[src/rtl/pb_pkg.sv]
// rtl/pb_pkg.sv - shared types and default timing for the pushbutton debouncer
package pb_pkg;

  // Long-press tracker states
  typedef enum logic [1:0] {
    IDLE = 2'd0,
    HELD = 2'd1,
    LONG = 2'd2
  } pb_state_t;

  // 10 ms and 1 s at a 50 MHz system clock
  localparam int unsigned DB_CYCLES_DFLT   = 500_000;
  localparam int unsigned LONG_CYCLES_DFLT = 50_000_000;

endpackage

[src/rtl/sync2.sv]
// rtl/sync2.sv - two-flop synchronizer for an asynchronous single-bit pad
module sync2 (
  input  logic clk,
  input  logic rst,
  input  logic d_i,
  output logic q_o
);

  logic s1_q;
  logic s2_q;

  // Two back-to-back flops give the first one a full cycle to resolve metastability
  always_ff @(posedge clk or posedge rst) begin
    if (rst) begin
      s1_q <= 1'b0;
      s2_q <= 1'b0;
    end else begin
      s1_q <= d_i;
      s2_q <= s1_q;
    end
  end

  assign q_o = s2_q;

endmodule

[src/rtl/pb_debounce.sv]
// rtl/pb_debounce.sv - mode pushbutton debouncer with edge and long-press pulses
module pb_debounce
  import pb_pkg::*;
#(
  parameter int unsigned DB_CYCLES   = DB_CYCLES_DFLT,
  parameter int unsigned LONG_CYCLES = LONG_CYCLES_DFLT
) (
  input  logic clk,
  input  logic rst,
  input  logic pb_raw,
  output logic pb_lvl,
  output logic pb_rise,
  output logic pb_fall,
  output logic long_press
);

  localparam int DBW = $clog2(DB_CYCLES);
  localparam int LW  = $clog2(LONG_CYCLES);
  localparam logic [DBW-1:0] DB_LAST   = DBW'(DB_CYCLES - 1);
  localparam logic [LW-1:0]  LONG_LAST = LW'(LONG_CYCLES - 1);

  logic           pb_s;
  logic [DBW-1:0] db_cnt_q, db_cnt_d;
  logic           lvl_q, lvl_d;
  logic           lvl_dly_q;
  logic           rise_q, fall_q;
  pb_state_t      state_q, state_d;
  logic [LW-1:0]  hold_q, hold_d;
  logic           long_d;

  sync2 u_sync2 (
    .clk (clk),
    .rst (rst),
    .d_i (pb_raw),
    .q_o (pb_s)
  );

  // Count consecutive cycles the synchronized pad disagrees with the stable level
  always_comb begin
    db_cnt_d = db_cnt_q;
    lvl_d    = lvl_q;
    if (pb_s == lvl_q) begin
      db_cnt_d = '0;
    end else if (db_cnt_q == DB_LAST) begin
      lvl_d    = pb_s;
      db_cnt_d = '0;
    end else begin
      db_cnt_d = db_cnt_q + DBW'(1);
    end
  end

  // Debounce state plus a delayed copy of the level used for edge pulses
  always_ff @(posedge clk or posedge rst) begin
    if (rst) begin
      db_cnt_q  <= '0;
      lvl_q     <= 1'b0;
      lvl_dly_q <= 1'b0;
      rise_q    <= 1'b0;
      fall_q    <= 1'b0;
    end else begin
      db_cnt_q  <= db_cnt_d;
      lvl_q     <= lvl_d;
      lvl_dly_q <= lvl_q;
      rise_q    <= lvl_q & ~lvl_dly_q;
      fall_q    <= ~lvl_q & lvl_dly_q;
    end
  end

  // Long-press tracker state register
  always_ff @(posedge clk or posedge rst) begin
    if (rst) begin
      state_q <= IDLE;
      hold_q  <= '0;
    end else begin
      state_q <= state_d;
      hold_q  <= hold_d;
    end
  end

  // Long-press next state; the hold counter freezes in LONG so it never wraps
  always_comb begin
    state_d = state_q;
    hold_d  = hold_q;
    long_d  = 1'b0;
    case (state_q)
      IDLE: begin
        hold_d = '0;
        if (lvl_q) begin
          state_d = HELD;
        end
      end
      HELD: begin
        if (!lvl_q) begin
          state_d = IDLE;
        end else if (hold_q == LONG_LAST) begin
          long_d  = 1'b1;
          state_d = LONG;
        end else begin
          hold_d = hold_q + LW'(1);
        end
      end
      LONG: begin
        if (!lvl_q) begin
          state_d = IDLE;
        end
      end
      default: begin
        state_d = IDLE;
        hold_d  = '0;
      end
    endcase
  end

  assign pb_lvl     = lvl_q;
  assign pb_rise    = rise_q;
  assign pb_fall    = fall_q;
  assign long_press = long_d;

endmodule

[config.mk]
export PLATFORM = sky130hd
export DESIGN_NAME = pb_debounce
export DESIGN_NICKNAME = d
export VERILOG_FILES = /design/src/rtl/pb_pkg.sv /design/src/rtl/sync2.sv /design/src/rtl/pb_debounce.sv
export SDC_FILE = /design/constraint.sdc
export NUM_CORES = 1
export LEC_CHECK = 0
export CORE_MARGIN = 3
export CORE_UTILIZATION = 61
export DETAILED_ROUTE_END_ITERATION = 8
export PLACE_DENSITY = 0.8
export SKIP_CTS_REPAIR_TIMING = 1
export SLEW_MARGIN = 20
export SYNTH_ARGS = -nofsm -noshare
export SYNTH_HDL_FRONTEND = slang
export SYNTH_HIERARCHICAL = 1
export SYNTH_SLANG_ARGS = --single-unit
[constraint.sdc]
create_clock -name clk -period 3.1 [get_ports clk]
set_input_delay 0.93 -clock clk [delete_from_list [all_inputs] [get_ports clk]]
set_output_delay 0.93 -clock clk [all_outputs]
set_load 0.01 [all_outputs]
==> results of run 1 <==
-- through the flow --
step / std cells / worst slack, ns / area [um^2] / power, mW
finish: 355 / 0.397 / 3000 / 1.21
global route: 355 / 0.298 / 3000 / 1.26
CTS: 355 / -0.0440 / 3000 / 1.23
detailed placement: 347 / 0.294 / 2880 / 0.743
global placement: 347 / 0.379 / 2880 / 0.742
floorplan: 297 / 0.860 / 2790 / 0.732
-- path summary, 6_finish.rpt --
path	startpoint	end	slack [ns]	depth (start not counted)
max	hold_q[0]	long_press	0.40	6
min	u_sync2/s1_q	u_sync2/q_o	0.36	0
max reg2reg	hold_q[0]	hold_q[18]	0.54	6
min reg2reg	u_sync2/s1_q	u_sync2/q_o	0.36	0
max in group asynchronous	rst	pb_fall	1.48	3
min in group asynchronous	rst	u_sync2/q_o	0.81	2
-- power breakdown --
group          internal [mW]  switching, mW  leakage (nW)  total (mW)
Combinational        0.00814         0.0211         0.428      0.0292
Clock                  0.263          0.224        0.0574       0.486
Sequential             0.695        0.00370         0.734       0.699
Total                  0.966          0.249          1.22        1.21
-- layout make-up --
type                    instances  area (um^2)
multi-input cells             221         1350
flip-flops and latches         53         1330
fillers                       308         1200
repair buffers                 10         92.6
clock buffers                   6         82.6
well taps                      50         62.6
inverters                      13         48.8
clock inverters                 2         37.5
-- cells in the mapped netlist (3+ instances only) --
cell / n
dfrtp_1: 53
nor2_1: 32
nand2_1: 21
nand3_1: 19
o21ai_0: 16
nand4_1: 15
xor2_1: 14
a21oi_1: 13
inv_1: 13
nor4_1: 9
a31oi_1: 7
nor3_1: 6
xnor2_1: 6
clkbuf_1: 5
nand2b_1: 5
nor2b_1: 5
or3_1: 5
o311ai_0: 4
o31ai_1: 4
or4_1: 4
and2_1: 3
and4_1: 3
buf_6: 3
-- cells by family (layout without fill, tap and decap cells) --
family / after synthesis / in the layout
AND/OR/NAND/NOR: 137 / 137
flip-flops: 53 / 53
multiplexers: 3 / 3
XOR/XNOR: 20 / 20
adder cells (fa/ha/maj): 2 / 2
buffers and inverters: 23 / 31
AO/OA/AOI/OAI: 59 / 59
-- registers in the layout (all words and copies together), names as in the netlist --
signal / cells
state_q: 2
u_sync2/s1_q: 1
u_sync2/q_o: 1
db_cnt_q: 19
lvl_dly_q: 1
pb_fall: 1
hold_q: 26
pb_lvl: 1
pb_rise: 1
-- worst max-delay path, delay by kind of cell, from the launching register on --
family	cells	cell delay, ns
adder cells (fa/ha/maj)	1	0.21
buffers and inverters	1	0.20
flip-flops	1	0.43
AND/OR/NAND/NOR	4	0.63
-- layer usage --
metal | global-route usage, % | up-vias | part of all wire (%)
met5 | 0 | - | 0
met4 | 7.65 | 0 | 1.7
met3 | 5.47 | 19 | 7.0
met2 | 37.5 | 90 | 45
met1 | 36.6 | 1130 | 46
li1 | - | 1102 | -
==> metrics.md, run 1 <==
| Metric | Value |
|---|---|
| Run status | finished, final reports clean |
| DRT antenna net count | 0 |
| Die Wd | approximately 74 um |
| Number of buffers added on ports | 6 |
| Hold WC Path Type | reg -> reg |
| WS Path Type | reg -> out |
| Pin count of the biggest net entering global routing | 29 |
| Total grt overflow | 0 |
| Xor-xnor portion of the synthesized cell area | 6.29% |
| Crit start category | flop |
| Synth Register Bits | 53 |
| Clock Pin Slew Worst Setup and Hold Paths | approximately 0.09 ns |
| Minimum clock period | between 2 and 3 ns |
| Initial antenna violation count | 0 |
| Area leader, netlist | dfrtp_1 |
| Pre-antenna DRT Iters | 5 |
| RSZ-0062 raised after global routing | no |
| Distinct cell type count after synthesis | 46 |
| Clk sink count | 53 |
| Leakage Power | ~1.2 nW |
| Via density | 6.59 |
| 1st-iter DRT viols | between 300 and 400 |
| Setup TNS | 0 ns |
| Power per cell area | 404 nW/um^2 |
| Hpwl dp | about 4300 um |
| CP cell instances | ha_1 > nand3_2 > nor2_1 > nand3_1 > nor4_1 > dlymetal6s2s_1 |
| Worst skew pair latency | between 0.3 and 0.4 ns |
| Initial Util | about two thirds |
| Final Util | around 72% |
| Critical path's slowest cell | dfrtp_1 |
| Final period utilization | 87.2% |
| Most frequent cells in the layout | dfrtp_1 (53), nor2_1 (32), nand2_1 (21) |
| Post-synth top area share | 47.6% |
| Critical path arrival | 1.77 ns |
| WL per Instance | 16.9 um |
| Mean post-synth cell area | roughly 9.4 um^2 |
| Fin. Hold Viols | 0 |
| Maxcap violations | 0 |
| Post-synthesis mux area share | under 10% |
| First-pass GRT wire length | around 10000 um |
| Post-synthesis adder-cell area fraction | less than 1% |
| Cell row count | 23 |
| Yosys warns | 6 |
| DRT Wirelength | 6000 um |
| CP max stage delay | about 0.43 ns |
| Via Count | around 2300 |
| Required time of the critical path | around 2.2 ns |
| DRC Markers | 0 |
| Area contributors post-synth | dfrtp_1 (48%), xor2_1 (4.4%), nor2_1 (4.3%) |
| VDD IR max | about 0.34 mV |
| Final setup vio count | 0 |
| Fraction of registers with async set/reset | 100% |
| Synth Area in Compound Gates | between 10% and 20% |
| CP Max Fanout | 6 |
| I/O pins | 7 |
| CTS Buf Count | 5 |
| Hold WS | roughly 0.36 ns |
| Largest family of logic cells by synthesized area | simple AND/OR/NAND/NOR gates |
| Number of synthesized flops with an enable pin | 0 |
| DIE HEIGHT | 73.6 um |
| Area Growth Syn to Fin | 7.81% |
| Post-synthesis simple-gate area fraction | between 20% and 30% |
| CTS tree | done |
| Final Wtd Congestion | between 0.9 and 1 |
| Clock root buffer | clkbuf_8 |
| Max Slew Vio Count | 0 |
| Share of cells above drive strength 1 | under 10% |
| Commonest non-fill, non-tap cell in the layout | dfrtp_1 |
| Die ar. | about 5400 um^2 |
| Post-synthesis sequential area ratio | a little under half |
| Top FF cell, synth | dfrtp_1 |
| CTS max path bufs | 2 |
| CTS H-tree lvls | 2 |
| Max frequency | around 370 MHz |
| CP Capture Type | output port |
| Core area | between 4000 and 5000 um^2 |
| Vias in the first global route | about 2200 |
| Antenna diode count | 0 |
| Nets | between 300 and 400 |
| Syn nets | approximately 300 |
| Slew @ Worst Pin | 0.952 ns |
| Slew HR | a little over a third |
| Clock Skew | 0.00656 ns |
| Synth Instances | between 200 and 300 |
| Tot GR Track Use | roughly a quarter |
| Cell area after synthesis | 2790 um^2 |
No activity file was read; power rests on OpenSTA's default activity.
==> run 2: changes to the inputs <==
--- a/config.mk
+++ b/config.mk
@@ -6,9 +6,9 @@
 export NUM_CORES = 1
 export LEC_CHECK = 0
 export CORE_MARGIN = 3
-export CORE_UTILIZATION = 61
+export CORE_UTILIZATION = 45
 export DETAILED_ROUTE_END_ITERATION = 8
-export PLACE_DENSITY = 0.8
+export PLACE_DENSITY = 0.62
 export SKIP_CTS_REPAIR_TIMING = 1
 export SLEW_MARGIN = 20
 export SYNTH_ARGS = -nofsm -noshare
==> metrics.md, run 2 (synthesized netlist as in run 1, its figures left out) <==
| Metric | Value |
|---|---|
| Pin count of the biggest net entering global routing | 28 |
| CP cell instances | ha_1 > nand3_2 > nor2_1 > nand3_1 > nor4_2 > dlymetal6s2s_1 |
| Maxcap violations | 0 |
| RSZ-0062 raised after global routing | no |
| Slew HR | about two fifths |
| DRT antenna net count | 0 |
| Die ar. | 7170 um^2 |
| VDD IR max | ~0.19 mV |
| Largest register by flop count | hold_q |
| Required time of the critical path | 2.17 ns |
| DIE HEIGHT | between 80 and 90 um |
| Core area | roughly 6000 um^2 |
| Met3 Track Usage GR | about 3.2% |
| Share of cells above drive strength 1 | roughly 7.6% |
| Crit start category | flop |
| Clk sink count | 53 |
| CP max stage delay | roughly 0.40 ns |
| Power per cell area | approximately 390 nW/um^2 |
| WL per Instance | about 16 um |
| Fin. Hold Viols | 0 |
| Area of the multi-input gates | approximately 1400 um^2 |
| Commonest non-fill, non-tap cell in the layout | dfrtp_1 |
| Area Growth Syn to Fin | 8.58% |
| Final period utilization | between 80% and 90% |
| Number of buffers added on ports | 6 |
| Nets | ~310 |
| Critical path's slowest cell | dfrtp_1 |
| Cell row count | 28 |
| Total grt overflow | 0 |
| Critical path arrival | 1.70 ns |
| Leakage Power | between 1 and 1.5 nW |
| Initial antenna violation count | 0 |
| Via Count | approximately 2200 |
| CTS Buf Count | 5 |
| Via density | between 5 and 6 |
| I/O pins | 7 |
| CP Max Fanout | 6 |
| Worst skew pair latency | around 0.30 ns |
| Clock Pin Slew Worst Setup and Hold Paths | around 0.09 ns |
| Initial Util | ~47% |
| Final setup vio count | 0 |
| Filler cells | 559 |
| Vias in the first global route | 2100 |
| FF+latch area | 1330 um^2 |
| Die Wd | between 80 and 90 um |
| Clock root buffer | clkbuf_8 |
| Final Wtd Congestion | roughly 0.83 |
| DRT Wirelength | a little under 6000 um |
| Met2 Use GR | 26.9% |
| Hold WS | ~0.37 ns |
| GR Util met1 | between 20% and 30% |
| Top flop regs | hold_q (26), db_cnt_q (19), state_q (2) |
| Final Util | 50.8% |
| Hold WC Path Type | reg -> reg |
| 1st-iter DRT viols | between 150 and 200 |
| CTS tree | done |
| Antenna diode count | 0 |
| DRC Markers | 0 |
| Most frequent cells in the layout | dfrtp_1 (53), nor2_1 (32), nand2_1 (21) |
| Max frequency | 380 MHz |
| Run status | finished, final reports clean |
| CP Capture Type | output port |
| GRT busiest layer | met1 |
| WS Path Type | reg -> out |
| Minimum clock period | ~2.6 ns |
| Max Slew Vio Count | 0 |
| WP buf/inv | 1 |
| CTS H-tree lvls | 2 |
| Pre-antenna DRT Iters | 4 |
| First-pass GRT wire length | between 10000 and 15000 um |
| Tot GR Track Use | approximately 18% |
| Max FFs per register | 26 |
| CTS max path bufs | 2 |
| CP delay by family, top | simple AND/OR/NAND/NOR gates |
| Slew @ Worst Pin | just under 0.9 ns |
| Clock Skew | 0.00848 ns |
| Hpwl dp | about 4200 um |
==> run 2: changes by cell type in the layout (fill, tap and decap cells not counted), sizes merged <==
| cell | change |
|---|---|
| clkinvlp | -1 |
| clkbuf | -1 |
| clkinv | +1 |
==> run 2: per-stage QoR <==
step                worst slack (ns)  power, mW  std cells  TNS (ns)  cell area (um^2)
floorplan                      0.860      0.732        297         0              2790
global placement               0.339      0.743        372         0              2910
detailed placement             0.307      0.744        372         0              2910
CTS                          -0.0427       1.20        379   -0.0427              3010
global route                   0.297       1.23        379         0              3030
finish                         0.467       1.18        379         0              3030
==> run 2: per-layer routing <==
| layer | vias to the layer above | part of all wire (%) |
|---|---|---|
| met5 | - | 0 |
| met1 | 1100 | 50 |
| met2 | 37 | 45 |
| li1 | 1103 | - |
| met3 | 6 | 3.6 |
| met4 | 0 | 1.0 |
==> run 2: power breakdown <==
part           switching [mW]  leakage (nW)  internal [mW]
registers             0.00379         0.734          0.695
clock network           0.216        0.0540          0.235
logic                  0.0212         0.428        0.00811
total                   0.241          1.22          0.938
==> run 2: final cells by class <==
class	count	area share, %
Clock buffer	5	2.27
Multi-Input combinational cell	221	45.0
Tap cell	75	3.10
Inverter	13	1.61
Timing Repair Buffer	10	3.06
Clock inverter	2	1.16
Sequential cell	53	43.8
==> run 2: worst paths after layout <==
check / start / endpoint / slack (ns) / depth (start not counted)
max reg2reg: hold_q[0] / hold_q[18] / 0.54 / 6
min: u_sync2/s1_q / u_sync2/q_o / 0.37 / 0
min reg2reg: u_sync2/s1_q / u_sync2/q_o / 0.37 / 0
min in group asynchronous: rst / u_sync2/s1_q / 0.81 / 2
max in group asynchronous: rst / hold_q[23] / 1.45 / 3
max: hold_q[0] / long_press / 0.47 / 6
==> RTL edit 1: new RTL, settings of run 1 <==
Re-encode `pb_state_t` (3 states) as one-hot, 3 bits wide.
--- a/src/rtl/pb_pkg.sv
+++ b/src/rtl/pb_pkg.sv
@@ -4,6 +4,6 @@
   // Long-press tracker states
-  typedef enum logic [1:0] {
-    IDLE = 2'd0,
-    HELD = 2'd1,
-    LONG = 2'd2
+  typedef enum logic [2:0] {
+    IDLE = 3'b001,
+    HELD = 3'b010,
+    LONG = 3'b100
   } pb_state_t;
Behaviour: no difference found for any inputs over 10 cycles, from zero or initial values and one cycle with rst high; not proved beyond that.
==> RTL edit 1 against run 1 <==
- worst setup slack better by 0.065 ns
- count of clock-buffer cells in the layout down 1
- cell area up 3.6%
- routed wire length up 0.30%
- sequential cell count up 1
- global-route usage down 1.4 points
- sequential share of layout area down 0.60 points
- power down 5.8%
- synthesized area up 3.4%
==> RTL edit 1: results (changes against run 1) <==
Power and ir drop
  – Leakage: 1.261 nW (+3.5%)
  – VDD IR-drop max: 207.4 uV (-38%)
  – Int Power: 880.8 uW (-8.8%)

Drt
  – Met3 wire length: 371 um (-11%)
  – WL met2: 2693 um (-0.11%)
  – Drt wl/cell: 16.75 um (-0.82%)
  – M1 WL: 2899 um (+4.4%)
  – Via count: 2331 (-0.43%)
  – Pre-antenna DRT Iters: 4 (-1)
  – DRT iter0 DRCs: 183 (-42%)

Placement
  – GPL Wtd Cong: 0.8761 (-11%)
  – DPL Wire Length: 4170 um (-2.1%)
  – Place WS: 0.3321 ns (+0.03836 ns)
  – Placed insts: 350 (+0.86%)

Outcome
  – Status: finished, final reports clean

Synth
  – Count of cell types in the netlist: 53 (+15%)
  – Synth area leaders: dfrtp_1, xor2_1, nand4_1
  – Synthesized-area fraction occupied by adder cells: 0.8684% (-0.030 points)
  – Synth Area in Compound Gates: 13.81% (-0.20 points)
  – Seq/Total Area, Yosys: 46.94% (-0.66 points)
  – XOR/XNOR Fraction of Synth Area: 5.775% (-0.51 points)
  – Most instantiated cells after synthesis: dfrtp_1, nor2_1, nand2_1
  – Syn Inst Count: 296 (-0.34%)
  – Mux cell area share after synthesis: 0% (-1.1 points)

Global routing
  – First-pass GRT wire length: 10360 um (-1.2%)
  – M2 GR Usage: 34.73% (-2.8 points)
  – GR Util All Layers: 23.73% (-1.4 points)
  – Global Route met1 Usage: 37.30% (+0.68 points)
  – GR met3 Demand/Resource: 3.605% (-1.9 points)
  – Vias in the first global route: 2081 (-4.8%)
  – Largest net degree at the start of global routing: 53 (+83%)

Finish
  – Biggest regs: hold_q (26), db_cnt_q (19), state_q (3)
  – Nets: 311 (+0.65%)
  – Share of cells above drive strength 1: 11.07% (+3.5 points)
  – Post-Layout Cell Count: 359 (+1.1%)
  – Filler cell count: 352 (+14%)

Clock tree
  – TritonCTS buffer count: 5 (unchanged)

Worst setup path
  – Delay of the slowest critical-path stage: 0.45 ns (+0.02 ns)
  – CP Max Fanout: 7 (+1)
  – Arr. time, crit path: 1.71 ns (-0.06 ns)
  – Worst r2r path cells: 7 (+1)

Timing
  – Slew Limit Headroom: 34.71% (-1.2 points)
  – Max Clock Skew: 0.005086 ns (-0.001474 ns)
==> RTL edit 1: power by group through the flow <==
stage                     clock [mW]  combinational, mW  sequential (mW)
after floorplan                    0             0.0209            0.725
after global placement             0             0.0313            0.726
after detailed placement           0             0.0315            0.726
after CTS                      0.410             0.0314            0.712
after global routing           0.446             0.0351            0.713
final                          0.401             0.0303            0.712
==> RTL edit 1: cell type report <==
cell class                 count  area [um^2]  share of cell area, %
sequential                    54         1355                  43.55
clock inverter                 3        25.02                 0.8042
inverter                       7        26.28                 0.8444
tap                           52        65.06                  2.091
multi-input combinational    224         1436                  46.16
clock buffer                   5        68.82                  2.212
timing repair buffer          14        135.1                  4.343
==> RTL edit 1: worst max path at each step <==
stage / from / to / depth (start not counted)
after floorplan: state_q[2] / long_press / 5
after global placement: hold_q[16] / long_press / 4
after detailed placement: hold_q[0] / long_press / 5
after CTS: hold_q[0] / long_press / 5
after global routing: hold_q[0] / long_press / 5
final: hold_q[16] / long_press / 4
==> RTL edit 1: cells by family (layout without fill, tap and decap cells) <==
family | after synthesis | count (layout)
AND/OR/NAND/NOR | 150 | 150
flip-flops | 54 | 54
AO/OA/AOI/OAI | 53 | 53
XOR/XNOR | 19 | 19
buffers and inverters | 18 | 29
adder cells (fa/ha/maj) | 2 | 2
==> RTL edit 1: metrics by stage <==
| step | TNS, ns | hold WS, ns | util [%] | instance area, um^2 |
|---|---|---|---|---|
| final | 0 | 0.3576 | 70.02 | 3112 |
| after global routing | 0 | 0.3793 | 70.02 | 3112 |
| after CTS | -0.02160 | 0.3616 | 69.40 | 3084 |
| after detailed placement | 0 | 0.3389 | 67.29 | 2990 |
| after global placement | 0 | 0.3325 | 67.29 | 2990 |
| after floorplan | 0 | 0.3312 | - | 2882 |
==> RTL edit 2: new RTL, settings of run 1 <==
Made on the original files. `DB_CYCLES_DFLT`: 500_000 -> 1_000_000.
--- a/src/rtl/pb_pkg.sv
+++ b/src/rtl/pb_pkg.sv
@@ -11,3 +11,3 @@
   // 10 ms and 1 s at a 50 MHz system clock
-  localparam int unsigned DB_CYCLES_DFLT   = 500_000;
+  localparam int unsigned DB_CYCLES_DFLT   = 1_000_000;
   localparam int unsigned LONG_CYCLES_DFLT = 50_000_000;
Formal check against the unedited RTL: no difference found for any inputs over 10 cycles, from zero or initial values and one cycle with rst high; that may be too few to reach the edited logic, so the function may still have changed.
==> RTL edit 2 against run 1 <==
- hold slack better by 0.0077 ns
- cell area up 2.4%
- sequential cell count up 1
- via count down 1.3%
- routed wire length down 1.6%
- power down 4.8%
- synthesized area up 2.2%
- register-to-register slack better by 0.17 ns
- worst setup slack worse by 0.17 ns
==> RTL edit 2: results (changes against run 1) <==
Clock tree
  – Clock root cell: clkbuf_8

Power and ir drop
  – Comb. pwr: 26.6 uW (-8.9%)
  – Leakage: 1.342 nW (+10%)
  – Reg power frac: 61.6% (+4.1 points)
  – VDD IR-drop max: 234.5 uV (-30%)
  – Switching portion of total power: 23.55% (+3.1 points)
  – Clk pwr share: 36.1% (-4.0 points)

Worst setup path
  – Capturing point of the worst reg2reg path: hold_q[1]
  – CP Max Fanout: 4 (-2)
  – Arr. time, crit path: 1.94 ns (+0.17 ns)
  – Worst r2r path cells: 8 (+2)
  – Flop2flop setup slack: 0.71 ns (+0.17 ns)

Placement
  – Post-placement cell area: 2975 um^2 (+3.4%)
  – Place WS: 0.2057 ns (-0.08808 ns)
  – DPL Wire Length: 4074 um (-4.4%)
  – GPL Wtd Cong: 1.025 (+3.6%)
  – Placed insts: 356 (+2.6%)

Global routing
  – GR Util All Layers: 23.84% (-1.2 points)
  – First-pass GRT wire length: 10070 um (-4.0%)
  – Largest net degree at the start of global routing: 53 (+83%)
  – Vias in the first global route: 2184 (-0.14%)

Timing
  – Slew Limit Headroom: 45.62% (+9.7 points)
  – Max Clock Skew: 0.01552 ns (+0.008960 ns)
  – Fin Hold WS: 0.3675 ns (+0.007735 ns)
  – Setup WS post-layout: 0.2286 ns (-0.1687 ns)

Drt
  – Pre-antenna DRT Iters: 4 (-1)
  – DRT iter0 DRCs: 185 (-42%)
  – Drt wl/cell: 16.20 um (-4.1%)
  – Vias per Instance: 6.346 (-3.8%)

Synth
  – Synth area leaders: dfrtp_1, nand3_1, nor2_1
  – Syn Inst Count: 301 (+1.3%)
  – Seq/Total Area, Yosys: 47.45% (-0.15 points)
  – Most instantiated cells after synthesis: dfrtp_1, nor2_1, nand2_1
  – Asr flop ratio synth: 100.0% (unchanged)
  – Synth Net Count: 306 (+1.3%)

Outcome
  – Status: finished, final reports clean

Finish
  – Share of cells above drive strength 1: 8.333% (+0.79 points)
  – Nets: 316 (+2.3%)
  – Biggest regs: hold_q (26), db_cnt_q (20), state_q (2)
## RTL edit 2: cell types whose count changed after synthesis, sizes merged, moves of 4 or more
cell and delta:
a31oi -4, and3 +10, o211ai +11, nor3 +7, inv -6, a211o +5
o21ai -10, nand3 +6, nand4 -4, nand2 +7, a21oi -10
## RTL edit 2: final cells by class
type                       instances  area, um^2
clock buffer                       5       68.82
clock inverter                     3       28.78
fill                             352        1369
inverter                           7       26.28
multi-input combinational        227        1398
sequential                        54        1351
tap                               52       65.06
timing repair buffer              16       137.6
## RTL edit 2: cells by family after synthesis
family	share of synthesized area, %
AO/OA/AOI/OAI	12.57
XOR/XNOR	6.459
adder cells (fa/ha/maj)	0.8786
buffers and inverters	3.471
flip-flops	47.45
multiplexers	0.3954
AND/OR/NAND/NOR	28.78
## RTL edit 2: metal layers
layer / global-route usage [%] / wire, um / vias up
met5: 0 / 0 / -
met4: 11.26 / 101 / 0
met3: 5.000 / 275 / 12
met2: 38.78 / 2950 / 73
met1: 30.57 / 2570 / 1106
li1: - / - / 1119
## RTL edit 2: worst max path at each step
stage / depth (start not counted) / slack [ns] / endpoint / startpoint
2_1_floorplan: 5 / 0.62 / long_press / hold_q[0]
3_3_place_gp: 5 / 0.25 / long_press / hold_q[0]
3_5_place_dp: 5 / 0.21 / long_press / hold_q[0]
4_1_cts: 5 / -0.15 / long_press / hold_q[0]
5_1_grt: 5 / 0.16 / long_press / hold_q[1]
6_report: 5 / 0.23 / long_press / hold_q[0]
## RTL edit 2: critical path, cell delays in order, from the launching register on
cell and delay, ns:
dfrtp_1 0.40, ha_1 0.22, nand2_1 0.12, or4_4 0.50, nor3_1 0.21, dlymetal6s2s_1 0.19
